`src/rtl/bsg_dff_reset_en_pipe_pkg.sv`:
```
// Shared helpers for the elastic enable-register pipeline.
// Sizes the occupancy counter from the stage count.
package bsg_dff_reset_en_pipe_pkg;

   function automatic int unsigned count_width(input int unsigned n);
      return $clog2(n + 1);
   endfunction

endpackage

```
`src/rtl/bsg_dff_reset_en_pipe_stage.sv`:
```
// One pipeline slot: valid bit plus enable-gated data register.
// Clear beats load, load beats drain; data only changes on load.
module bsg_dff_reset_en_pipe_stage
   import bsg_dff_reset_en_pipe_pkg::*;
#(
   parameter int                 width_p     = 1,
   parameter logic [width_p-1:0] reset_val_p = '0
) (
   input  logic               clk_i,
   input  logic               reset_i,
   input  logic               clr_i,
   input  logic               ld_i,
   input  logic               adv_i,
   input  logic [width_p-1:0] data_i,
   output logic               v_o,
   output logic [width_p-1:0] data_o
);

   logic               v_d;
   logic               v_q;
   logic [width_p-1:0] data_d;
   logic [width_p-1:0] data_q;

   always_comb begin
      v_d    = v_q;
      data_d = data_q;
      if (clr_i) begin
         v_d = 1'b0;
      end else if (ld_i) begin
         v_d    = 1'b1;
         data_d = data_i;
      end else if (adv_i) begin
         v_d = 1'b0;
      end
   end

   always_ff @(posedge clk_i or posedge reset_i) begin
      if (reset_i) begin
         v_q    <= 1'b0;
         data_q <= reset_val_p;
      end else begin
         v_q    <= v_d;
         data_q <= data_d;
      end
   end

   assign v_o    = v_q;
   assign data_o = data_q;

endmodule

```
`src/rtl/bsg_dff_reset_en_pipe.sv`:
```
// Elastic chain of enable registers; bubbles collapse, full rate.
// Holds the advance/ready chain, flush gating and occupancy count.
module bsg_dff_reset_en_pipe
   import bsg_dff_reset_en_pipe_pkg::*;
#(
   parameter int                 width_p     = 1,
   parameter int                 stages_p    = 2,
   parameter logic [width_p-1:0] reset_val_p = '0
) (
   input  logic                                 clk_i,
   input  logic                                 reset_i,
   input  logic                                 v_i,
   input  logic [width_p-1:0]                   data_i,
   output logic                                 ready_o,
   output logic                                 v_o,
   output logic [width_p-1:0]                   data_o,
   input  logic                                 yumi_i,
   input  logic                                 flush_i,
   output logic [count_width(stages_p)-1:0]     count_o
);

   localparam int cnt_w_lp = count_width(stages_p);

   logic [stages_p-1:0] v_r;
   logic [stages_p:0]   busy;
   logic [stages_p:0]   adv;
   logic [stages_p-1:0] ld;
   logic [width_p-1:0]  data_r [stages_p];
   logic [width_p-1:0]  din    [stages_p];
   logic                acc;
   logic                yumi_eff;

   // The consumer acts as an always-occupied slot past the last stage,
   // so the last stage only drains on yumi.
   always_comb begin
      busy           = {1'b1, v_r};
      adv            = '0;
      adv[stages_p]  = yumi_i & ~flush_i;
      for (int k = stages_p - 1; k >= 0; k--) begin
         adv[k] = ~flush_i & v_r[k] & (~busy[k+1] | adv[k+1]);
      end
   end

   assign yumi_eff = adv[stages_p];
   assign ready_o  = ~flush_i & (~v_r[0] | adv[0]);
   assign acc      = v_i & ready_o;

   for (genvar k = 0; k < stages_p; k++) begin : g_stage
      if (k == 0) begin : g_head
         assign ld[k]  = acc;
         assign din[k] = data_i;
      end else begin : g_body
         assign ld[k]  = adv[k-1];
         assign din[k] = data_r[k-1];
      end

      bsg_dff_reset_en_pipe_stage #(
         .width_p     (width_p),
         .reset_val_p (reset_val_p)
      ) u_stage (
         .clk_i   (clk_i),
         .reset_i (reset_i),
         .clr_i   (flush_i),
         .ld_i    (ld[k]),
         .adv_i   (adv[k]),
         .data_i  (din[k]),
         .v_o     (v_r[k]),
         .data_o  (data_r[k])
      );
   end

   assign v_o    = v_r[stages_p-1] & ~flush_i;
   assign data_o = data_r[stages_p-1];

   logic [cnt_w_lp-1:0] count_d;
   logic [cnt_w_lp-1:0] count_q;

   always_comb begin
      count_d = count_q;
      if (flush_i) begin
         count_d = '0;
      end else if (acc & ~yumi_eff) begin
         count_d = count_q + 1'b1;
      end else if (~acc & yumi_eff) begin
         count_d = count_q - 1'b1;
      end
   end

   always_ff @(posedge clk_i or posedge reset_i) begin
      if (reset_i) begin
         count_q <= '0;
      end else begin
         count_q <= count_d;
      end
   end

   assign count_o = count_q;

   // Protocol monitors: a stalled offer (outside flush) must persist unchanged.
   logic               hold_d;
   logic               hold_q;
   logic [width_p-1:0] hold_data_d;
   logic [width_p-1:0] hold_data_q;

   always_comb begin
      hold_d      = v_i & ~ready_o & ~flush_i;
      hold_data_d = data_i;
   end

   always_ff @(posedge clk_i or posedge reset_i) begin
      if (reset_i) begin
         hold_q      <= 1'b0;
         hold_data_q <= reset_val_p;
      end else begin
         hold_q      <= hold_d;
         hold_data_q <= hold_data_d;
         assert (!(yumi_i && !v_o))
            else $error("yumi_i raised while v_o low");
         assert (!hold_q || (v_i && (data_i == hold_data_q)))
            else $error("v_i/data_i changed before acceptance");
      end
   end

endmodule

```
`config.mk`:
```
export PLATFORM = sky130hd
export DESIGN_NAME = bsg_dff_reset_en_pipe
export DESIGN_NICKNAME = d
export VERILOG_FILES = /design/src/rtl/bsg_dff_reset_en_pipe_pkg.sv /design/src/rtl/bsg_dff_reset_en_pipe_stage.sv /design/src/rtl/bsg_dff_reset_en_pipe.sv
export SDC_FILE = /design/constraint.sdc
export NUM_CORES = 1
export LEC_CHECK = 0
export BUFFER_PORTS_ARGS = -buffer_cell sky130_fd_sc_hd__buf_2
export CAP_MARGIN = 20
export CORE_AREA = 2 2 39 41
export CTS_CLUSTER_SIZE = 24
export DETAILED_ROUTE_END_ITERATION = 10
export DIE_AREA = 0 0 41 43
export PLACE_DENSITY = 0.51
export SYNTH_ARGS = -nofsm -noshare
export SYNTH_HDL_FRONTEND = slang
export SYNTH_SLANG_ARGS = --single-unit
```
`constraint.sdc`:
```
create_clock -name clk_i -period 2.2 [get_ports clk_i]
set_input_delay 0.11 -clock clk_i [delete_from_list [all_inputs] [get_ports clk_i]]
set_output_delay 0.11 -clock clk_i [all_outputs]
set_load 0.05 [all_outputs]
```
==> summary.md, run 1 <==
| Metric | Value |
|---|---|
| Leak | `0.219 nW` |
| Yosys top cell area share | `42.1%` |
| GPL Wtd Cong | `0.666` |
| Clock Path Buffers | `2` |
| Final hold violations | `0` |
| Pwr dens | `734 nW/um^2` |
| Antenna Cells | `0` |
| Max-slew headroom | `83.3%` |
| Antenna viol nets, final | `0` |
| Switching part of the total | `33.7%` |
| Critical Path Sink Type | `output port` |
| GRT overflow | `0` |
| Worst Clk Skew | `0.00375 ns` |
| Min-delay worst type | `input port to register` |
| Slowest Stage Delay on Critical Path | `0.40 ns` |
| Drt drc | `0` |
| Site Rows | `14` |
| Fin area | `448 um^2` |
| H-tree depth | `1` |
| Max Slew Vio Count | `0` |
| Seq/Total Area, Yosys | `42.1%` |
| CTS tree | `built` |
| Die height | `43 um` |
| Final Util | `32.4%` |
| Worst Path Required | `2.09 ns` |
| Critical path endpoint | `ready_o` |
| Largest net degree at the start of global routing | `13` |
| Clock Power Share | `30.0%` |
| Fill cells | `143` |
| # port buffers | `10` |
| R2r setup slk | `0.95 ns` |
| Setup violators final | `0` |
| Crit path max-delay family | `flip-flops` |
| Chip width | `41 um` |
| Clk Latency, worst-skew pair | `0.24 ns` |
| Fmax | `755 MHz` |
| CP Cell Sequence | `and3b_2 -> nor2_1 -> buf_2` |
| Final Total Pwr | `0.000329 W` |
| Power share of the sequential group | `41.5%` |
| WP buf/inv | `1` |
| RSZ-0062 raised after global routing | `false` |
| Final critical-path share of the clock period | `60.2%` |
| Dpl cell area | `415 um^2` |
| Core area | `1380 um^2` |
| Via density | `4.34` |
| DPL Wire Length | `493 um` |
| DRT Pass-1 Iters | `1` |
| Share of layout cells above drive strength 1 | `39.6%` |
| Clk pin slew, worst setup/hold paths | `0.04 ns` |
| Num ports | `11` |
| Worst reg2reg path startpoint | `g_stage[1].u_stage.v_o` |
| CTS buffer count | `3` |
| Flip-flop and latch count after synthesis | `6` |
| Slew @ Worst Pin | `0.253 ns` |
| Logic gate share of total power | `28.6%` |
| Mapped Area | `357 um^2` |
| Layout net count | `56` |
| Drt total wl | `615 um` |
| Net Sw Power | `0.000111 W` |
| Area of the multi-input gates | `184 um^2` |
| Avg Inst Size Synth | `10.2 um^2` |
| Starting density of the core | `25.8%` |
| Reg2Reg Depth | `3` |
| Setup CP Type | `register to output port` |
| First DRT Iteration DRCs | `0` |
| Total of max-cap violations | `0` |
| Dominant cell type by area after synthesis | `dfrtp_1` |
| Vias | `278` |
| Reg-to-Reg End | `g_stage[0].u_stage.data_o` |
| Clock Tree Root | `clkbuf_4` |
| Tmin final | `1.32 ns` |
| CTS sink cnt | `6` |
| Internal | `0.000218 W` |
| Worst setup path startpoint | `g_stage[1].u_stage.v_o` |
| First-pass GRT wire length | `1040 um` |
| Setup TNS | `0 ns` |
| Netlist cell types | `18` |
| Post-synth net total | `41` |
| Initial antenna violation count | `0` |
| Hold_buf cts | `1` |
| Crit path DAT | `1.21 ns` |
| Cell depth of the worst setup path | `3` |
| Max VDD drop | `342 uV` |
| Mapped Cells | `35` |
| Ys Warns | `0` |
| Max FO, Critical Path | `5` |
| Post-CTS Setup Bufs | `0` |
| Type of origin of the critical path | `register` |
| Area Overhead vs Synth | `25.6%` |
| Sequential Area | `150 um^2` |
| Global Route Usage Sum | `9.28%` |
| Outcome | `finished clean` |
| Synth area leaders | `dfrtp_1 42%, mux2_2 6.3%, or4b_1 5.6%` |
| Die area | `1760 um^2` |
| Post-CTS resize count | `0` |
| Slowest CP cell | `dfrtp_1` |
| Hold Startpoint | `data_i` |
| Worst hold margin | `0.105 ns` |
| Vias in the first global route | `260` |
| Mean routed wirelength per cell | `9.61 um` |
area by class of cell:
class | count | share of cell area, %
Tap cell | 16 | 4.47
Multi-Input combinational cell | 25 | 41.1
Inverter | 3 | 2.51
Sequential cell | 6 | 33.5
Clock buffer | 3 | 5.03
Timing Repair Buffer | 11 | 13.4
cells in the final DEF, fill, tap and decap left out, types with 2 or more instances in the layout:
cell type | Yosys | final
a211o_1 | 2 | 2
a21oi_1 | 2 | 2
buf_2 | 0 | 10
clkbuf_4 | 0 | 3
dfrtp_1 | 6 | 6
inv_1 | 3 | 3
mux2_2 | 2 | 2
nand2_1 | 2 | 2
nor2_1 | 5 | 5
nor2b_1 | 2 | 2
or4b_1 | 2 | 2
routing by layer:
layer,track usage (%),vias to the layer above,wire length [um]
met5,0,-,0
met4,8.00,0,0
met3,3.66,0,37
met2,12.5,6,283
met1,10.8,124,294
li1,-,148,-
worst min-delay path by stage:
stage | endpoint | slack (ns) | cells after the start
final | g_stage[0].u_stage.data_o | 0.10 | 2
after global routing | g_stage[0].u_stage.data_o | 0.09 | 2
after CTS | g_stage[0].u_stage.data_o | 0.1 | 2
after detailed placement | g_stage[1].u_stage.data_o | 0.04 | 2
after global placement | count_o[0] | 0.04 | 2
after floorplan | count_o[0] | -0.1 | 1
power by group through the flow:
stage	Sequential, W	Clock (W)	Combinational (W)
2_1_floorplan	0.000172	0	0.0000376
4_1_cts	0.000137	0.000105	0.0000954
5_1_grt	0.000138	0.000113	0.000100
3_3_place_gp	0.000138	0	0.0000936
3_5_place_dp	0.000138	0	0.0000939
6_report	0.000136	0.0000985	0.0000939
sequential cells by signal (all words and copies together) (netlist names):
signal and flops:
count_o 2, g_stage.u_stage.data_o 2, g_stage.u_stage.v_o 2
logic make-up (layout without fill, tap and decap cells):
| logic type | Yosys count | count (layout) | share of synthesized area [%] |
|---|---|---|---|
| flip-flops | 6 | 6 | 42.1 |
| multiplexers | 3 | 3 | 9.47 |
| AO/OA/AOI/OAI | 4 | 4 | 7.72 |
| buffers and inverters | 4 | 17 | 6.32 |
| AND/OR/NAND/NOR | 18 | 18 | 34.4 |
synthesized netlist by cell type, drive strengths merged:
master / number
and2b: 1
mux2: 3
a21oi: 2
nand3: 1
a211o: 2
nor3b: 2
or4b: 2
inv: 3
nand2: 2
buf: 1
nor2b: 3
nand4: 1
dfrtp: 6
and3b: 1
nor2: 5
stage by stage:
step	cells	setup WS [ns]
after global placement	60	0.955
final	64	0.876
after floorplan	35	0.832
after detailed placement	60	0.946
after global routing	64	0.815
after CTS	64	0.861
Note: power is estimated with default switching activity, not from simulation.
==> inputs of run 2 (changes only) <==
- ABC_AREA: default -> 1
- PLACE_DENSITY: 0.51 -> 0.5
- clock period: 2.2 -> 1.2 ns (I/O delays scaled with it)
==> run 2 against run 1 <==
First-iteration DRC count stayed put. Die area unchanged. Register-to-register slack worse by 0.88 ns. Core utilization fell by 0.45 points. Via count grew 7.2%. Worst hold slack got worse by 0.038 ns. Power up 100%. Clock-buffer cell count is the same. Synthesized cell count is 14% higher. Combinational power grew 140%. Largest cell class is now registers. Largest power group unchanged.
==> summary.md, run 2 <==
| Metric | Value |
|---|---|
| Num ports | `11` |
| H-tree depth | `1` |
| R2r setup slk | `0.07 ns` |
| Most common cell in the netlist | `nand2_1` |
| Via density | `4.20` |
| Worst Clk Skew | `0.00328 ns` |
| Core area | `1380 um^2` |
| Crit path DAT | `1.07 ns` |
| Netlist cell types | `14` |
| RSZ-0062 raised after global routing | `true` |
| Max FO, Critical Path | `4` |
| Slew @ Worst Pin | `0.247 ns` |
| Clock Tree Root | `clkbuf_4` |
| Top routing layer in use | `met4` |
| Die height | `43 um` |
| DPL Wire Length | `526 um` |
| Antenna viol nets, final | `0` |
| Dominant cell type by area after synthesis | `dfrtp_1` |
| Mapped Area | `318 um^2` |
| Max VDD drop | `682 uV` |
| Clk pin slew, worst setup/hold paths | `0.04 ns` |
| Vias in the first global route | `337` |
| Main synth FF type | `dfrtp_1` |
| Chip width | `41 um` |
| Largest net degree at the start of global routing | `7` |
| Post-synth net total | `46` |
| Synth area leaders | `dfrtp_1 47%, nand2_1 11%, inv_1 7.1%` |
| Initial antenna violation count | `0` |
| # port buffers | `10` |
| Fmax | `882 MHz` |
| Die area | `1760 um^2` |
| Flip-flop and latch count after synthesis | `6` |
| Worst reg2reg path startpoint | `g_stage[1].u_stage.v_o` |
| Vias | `298` |
| First DRT Iteration DRCs | `0` |
| Pwr dens | `1500 nW/um^2` |
| Setup CP Type | `register to output port` |
| Final Non-Filler Cells | `71` |
| Seq/Total Area, Yosys | `47.2%` |
| Clock Path Buffers | `2` |
| Leak | `0.242 nW` |
| Drt drc | `0` |
| DP Worst Slack | `0.0513 ns` |
| Antenna Cells | `0` |
| Mapped Cells | `40` |
| Reg-to-Reg End | `count_o[1]` |
| Ys Warns | `0` |
| Most frequent cells in the layout | `9 x buf_2, 8 x nand2_1, 6 x dfrtp_1` |
| Metal2 WL | `280 um` |
| Final worst setup slack | `0.0666 ns` |
| Setup TNS | `0 ns` |
| Hold Startpoint | `data_i` |
| Site Rows | `14` |
| Setup violators final | `0` |
| Hold depth | `3` |
| Commonest cells in the netlist | `9 x nand2_1, 6 x dfrtp_1, 6 x inv_1` |
| Fill cells | `158` |
| Max-slew headroom | `83.6%` |
| Total of max-cap violations | `0` |
| Tmin final | `1.13 ns` |
| FFs w/ async S/R, synth | `100%` |
| Starting density of the core | `23.0%` |
| Critical Path Sink Type | `output port` |
| CTS buffer count | `3` |
| Reg2Reg Depth | `8` |
| WHS Endpoint | `g_stage[0].u_stage.data_o` |
| Share of layout cells above drive strength 1 | `40.0%` |
| Area Overhead vs Synth | `39.0%` |
| Worst Path Required | `1.14 ns` |
| Final critical-path share of the clock period | `94.4%` |
| Placed Cells | `66` |
| Max Slew Vio Count | `0` |
| CTS tree | `built` |
| Wire length on met1 | `323 um` |
| Clk Latency, worst-skew pair | `0.24 ns` |
| DRT Pass-1 Iters | `1` |
| Global Route Usage Sum | `10.7%` |
| Layout net count | `63` |
| Avg Inst Size Synth | `7.95 um^2` |
| Outcome | `finished clean` |
| Most common cell after layout, fill and taps aside | `buf_2` |
| First-pass GRT wire length | `1220 um` |
| Drt total wl | `664 um` |
| Yosys top cell area share | `47.2%` |
| Min-delay worst type | `input port to register` |
| GPL Wtd Cong | `0.709` |
| Number of synthesized flops with an enable pin | `0` |
| CTS sink cnt | `6` |
| Mean routed wirelength per cell | `9.35 um` |
| Final hold violations | `0` |
| Met3 routed WL | `46 um` |
| GRT overflow | `0` |
| Type of origin of the critical path | `register` |
[run 2: cell types whose count changed after synthesis, moves of 2 or more]
cell	before	now
or4b_1	2	0
mux2_2	2	0
o21ai_1	0	2
nor2_1	5	3
nor2b_1	2	0
a211o_1	2	0
nand3_1	1	4
nand2_1	2	9
inv_1	3	6
nand2_2	0	2
[run 2: how the worst max path moves through the flow]
stage	from	end
floorplan	g_stage[1].u_stage.v_o	count_o[1]
global placement	g_stage[1].u_stage.v_o	count_o[1]
detailed placement	g_stage[1].u_stage.v_o	count_o[1]
CTS	g_stage[1].u_stage.v_o	count_o[1]
global route	g_stage[1].u_stage.v_o	count_o[1]
finish	g_stage[1].u_stage.v_o	ready_o
[run 2: cells by family after synthesis]
group           Yosys count  synth area share [%]
compound gates            5                  11.4
buf+inv                   7                  8.27
xor+xnor                  1                  2.76
flops                     6                  47.2
simple gates             21                  30.3
[run 2: routing by layer]
layer,vias to the layer above,track usage (%)
li1,155,-
met1,130,11.4
met2,11,15.6
met3,2,6.28
met4,0,6.00
met5,-,0
[run 2: metrics by stage]
stage / util, % / hold slack (ns) / total power (W) / instance area, um^2
2_1_floorplan: - / -0.149 / 0.000424 / 325
3_3_place_gp: 28.6 / -0.0192 / 0.000476 / 395
3_5_place_dp: 28.6 / -0.0137 / 0.000479 / 395
4_1_cts: 31.4 / 0.0606 / 0.000676 / 434
5_1_grt: 31.9 / 0.0631 / 0.000717 / 442
6_report: 31.9 / 0.0671 / 0.000662 / 442
[run 2: worst max-delay path, cell delays in order (launching register included)]
cell     delay [ns]
dfrtp_1        0.36
inv_2          0.06
nor2_2         0.05
a21oi_4        0.18
buf_6          0.18
[run 2: repair_timing]
| item | CTS | global route |
|---|---|---|
| hold endpoints to repair | 6 | 0 |
| pin swaps | 0 | 3 |
| resized for setup | 2 | 0 |
| hold buffers | 1 | 0 |
| setup buffers | 0 | 1 |
| setup endpoints to repair | 1 | 3 |
[run 2: area by class of cell]
class,instances,area [um^2],share of cell area (%)
well taps,16,20.0,4.53
repair buffers,12,73.8,16.7
flip-flops and latches,6,150,34.0
multi-input cells,27,149,33.7
clock buffers,3,22.5,5.10
inverters,7,26.3,5.95
[run 2: power by group]
part	internal [W]	switching, W
clock network	0.000113	0.0000682
registers	0.000233	0.0000205
logic	0.0000655	0.000162
==> inputs of run 3 (changes only) <==
- clock period: 1.2 -> 1 ns (I/O delays scaled with it)
==> run 3 against run 2 <==
The flow now finishes with violations (negative setup slack). First-iteration DRC count up 4. Power up 31%. Via count up 10%. Clock skew up 0.0047 ns. Sequential share of layout area down 5.1 points. Critical path depth up 1.
==> summary.md, run 3 (same netlist as run 2, synthesis figures left out) <==
| Metric | Value |
|---|---|
| Core area | `1380 um^2` |
| Pwr dens | `1670 nW/um^2` |
| Most frequent cells in the layout | `8 x nand2_1, 7 x buf_2, 6 x dfrtp_1` |
| Hold Startpoint | `data_i` |
| Num ports | `11` |
| First DRT Iteration DRCs | `4` |
| Slowest Stage Delay on Critical Path | `0.37 ns` |
| Power share of the sequential group | `35.0%` |
| R2r setup slk | `-0.12 ns` |
| Fmax | `841 MHz` |
| Wire length on met1 | `305 um` |
| Outcome | `finished, violations left` |
| Critical Path Sink Type | `output port` |
| Top routing layer in use | `met4` |
| Max FO, Critical Path | `3` |
| Final hold violations | `0` |
| Fin area | `519 um^2` |
| Clk pin slew, worst setup/hold paths | `0.05 ns` |
| Failing checks | `negative setup slack` |
| Met3 routed WL | `60 um` |
| Reg2Reg Depth | `8` |
| Die height | `43 um` |
| DPL Wire Length | `565 um` |
| Metal2 WL | `343 um` |
| Final Non-Filler Cells | `75` |
| Leak | `0.269 nW` |
| WHS Endpoint | `g_stage[0].u_stage.data_o` |
| Setup violators final | `6` |
| Switching part of the total | `38.1%` |
| Via density | `4.39` |
| Hold depth | `3` |
| # port buffers | `10` |
| Total of max-cap violations | `0` |
| Worst Path Required | `0.95 ns` |
| Antenna Cells | `0` |
| Mean routed wirelength per cell | `9.80 um` |
| Worst hold margin | `0.0585 ns` |
| CTS tree | `built` |
| Final worst setup slack | `-0.189 ns` |
| Worst Clk Skew | `0.00796 ns` |
| Placed Cells | `68` |
| CTS sink cnt | `6` |
| Most common cell after layout, fill and taps aside | `nand2_1` |
| Type of origin of the critical path | `register` |
| Tmin final | `1.19 ns` |
| Internal | `0.000537 W` |
| Largest net degree at the start of global routing | `7` |
| Layout net count | `67` |
| Min-delay worst type | `input port to register` |
| Die area | `1760 um^2` |
| H-tree depth | `1` |
| Final critical-path share of the clock period | `119%` |
| Worst reg2reg path startpoint | `g_stage[1].u_stage.v_o` |
| DP Worst Slack | `-0.121 ns` |
| Vias | `329` |
| Chip width | `41 um` |
| Crit path DAT | `1.14 ns` |
| Share of layout cells above drive strength 1 | `49.2%` |
| Starting density of the core | `23.0%` |
| Clock Tree Root | `clkbuf_4` |
| GPL Wtd Cong | `0.681` |
| First-pass GRT wire length | `1180 um` |
| Max VDD drop | `826 uV` |
| Area Overhead vs Synth | `63.4%` |
| Site Rows | `14` |
| Logic gate share of total power | `38.7%` |
| Drt total wl | `735 um` |
| DRT Pass-1 Iters | `2` |
| Fill cells | `158` |
| Initial antenna violation count | `0` |
| Clock Path Buffers | `2` |
| GRT overflow | `0` |
| Max Slew Vio Count | `0` |
| Setup CP Type | `register to output port` |
| Dpl cell area | `410 um^2` |
| Drt drc | `0` |
| Antenna viol nets, final | `0` |
| CTS buffer count | `3` |
| Clock Power Share | `26.4%` |
| Clk Latency, worst-skew pair | `0.25 ns` |
| Global Route Usage Sum | `11.0%` |
| Reg-to-Reg End | `count_o[1]` |
| Slowest CP cell | `dfrtp_1` |
| Slew @ Worst Pin | `0.246 ns` |
| Vias in the first global route | `299` |
| Final Util | `37.5%` |
| Net Sw Power | `0.000331 W` |
| Max-slew headroom | `83.7%` |
| CP Cell Sequence | `inv_2 -> nor2_2 -> a21oi_4 -> buf_6 -> buf_8` |
| RSZ-0062 raised after global routing | `true` |
run 3: cell type report:
| cell class | instances | area, um^2 | area share (%) |
|---|---|---|---|
| Clock buffer | 3 | 22.5 | 4.34 |
| Tap cell | 16 | 20.0 | 3.86 |
| Timing Repair Buffer | 16 | 131 | 25.3 |
| Sequential cell | 6 | 150 | 28.9 |
| Multi-Input combinational cell | 27 | 169 | 32.5 |
| Inverter | 7 | 26.3 | 5.06 |
run 3: layer usage:
metal	vias to the layer above	track usage [%]
met5	-	0
met4	0	8.00
met3	2	6.28
met2	11	15.9
met1	150	11.1
li1	166	-
run 3: power groups by stage:
stage	combinational (W)	clock (W)	sequential, W
3_5_place_dp	0.000286	0	0.000308
5_1_grt	0.000364	0.000252	0.000309
6_report	0.000336	0.000229	0.000304
3_3_place_gp	0.000283	0	0.000305
4_1_cts	0.000323	0.000234	0.000305
2_1_floorplan	0.000113	0	0.000395
run 3: worst max-delay path by stage:
| stage | depth (start not counted) | from | end | slack, ns |
|---|---|---|---|---|
| 2_1_floorplan | 8 | g_stage[1].u_stage.v_o | count_o[1] | -0.33 |
| 3_3_place_gp | 8 | g_stage[1].u_stage.v_o | count_o[1] | -0.12 |
| 3_5_place_dp | 8 | g_stage[1].u_stage.v_o | count_o[1] | -0.12 |
| 4_1_cts | 5 | g_stage[1].u_stage.v_o | ready_o | -0.20 |
| 5_1_grt | 5 | g_stage[1].u_stage.v_o | ready_o | -0.23 |
| 6_report | 5 | g_stage[1].u_stage.v_o | ready_o | -0.19 |
run 3: repair_timing:
| item | 4_1_cts | 5_1_grt |
|---|---|---|
| hold buffers | 1 | 0 |
| gates resized for setup | 12 | 3 |
| pin swaps | 6 | 4 |
| buffers inserted | 2 | 1 |
| endpoints found under the hold margin | 6 | 0 |
| endpoints found under the setup margin | 7 | 8 |
run 3: through the flow:
stage	total power, W	TNS (ns)
after global routing	0.000925	-0.976
after detailed placement	0.000594	-0.324
final	0.000868	-0.567
after floorplan	0.000508	-1.23
after CTS	0.000861	-0.575
after global placement	0.000588	-0.334
run 3: critical path, delay by kind of cell, from the launching register on:
family | cells | cell delay [ns]
AND/OR/NAND/NOR | 1 | 0.04
buffers and inverters | 3 | 0.32
flip-flops | 1 | 0.37
AO/OA/AOI/OAI | 1 | 0.16
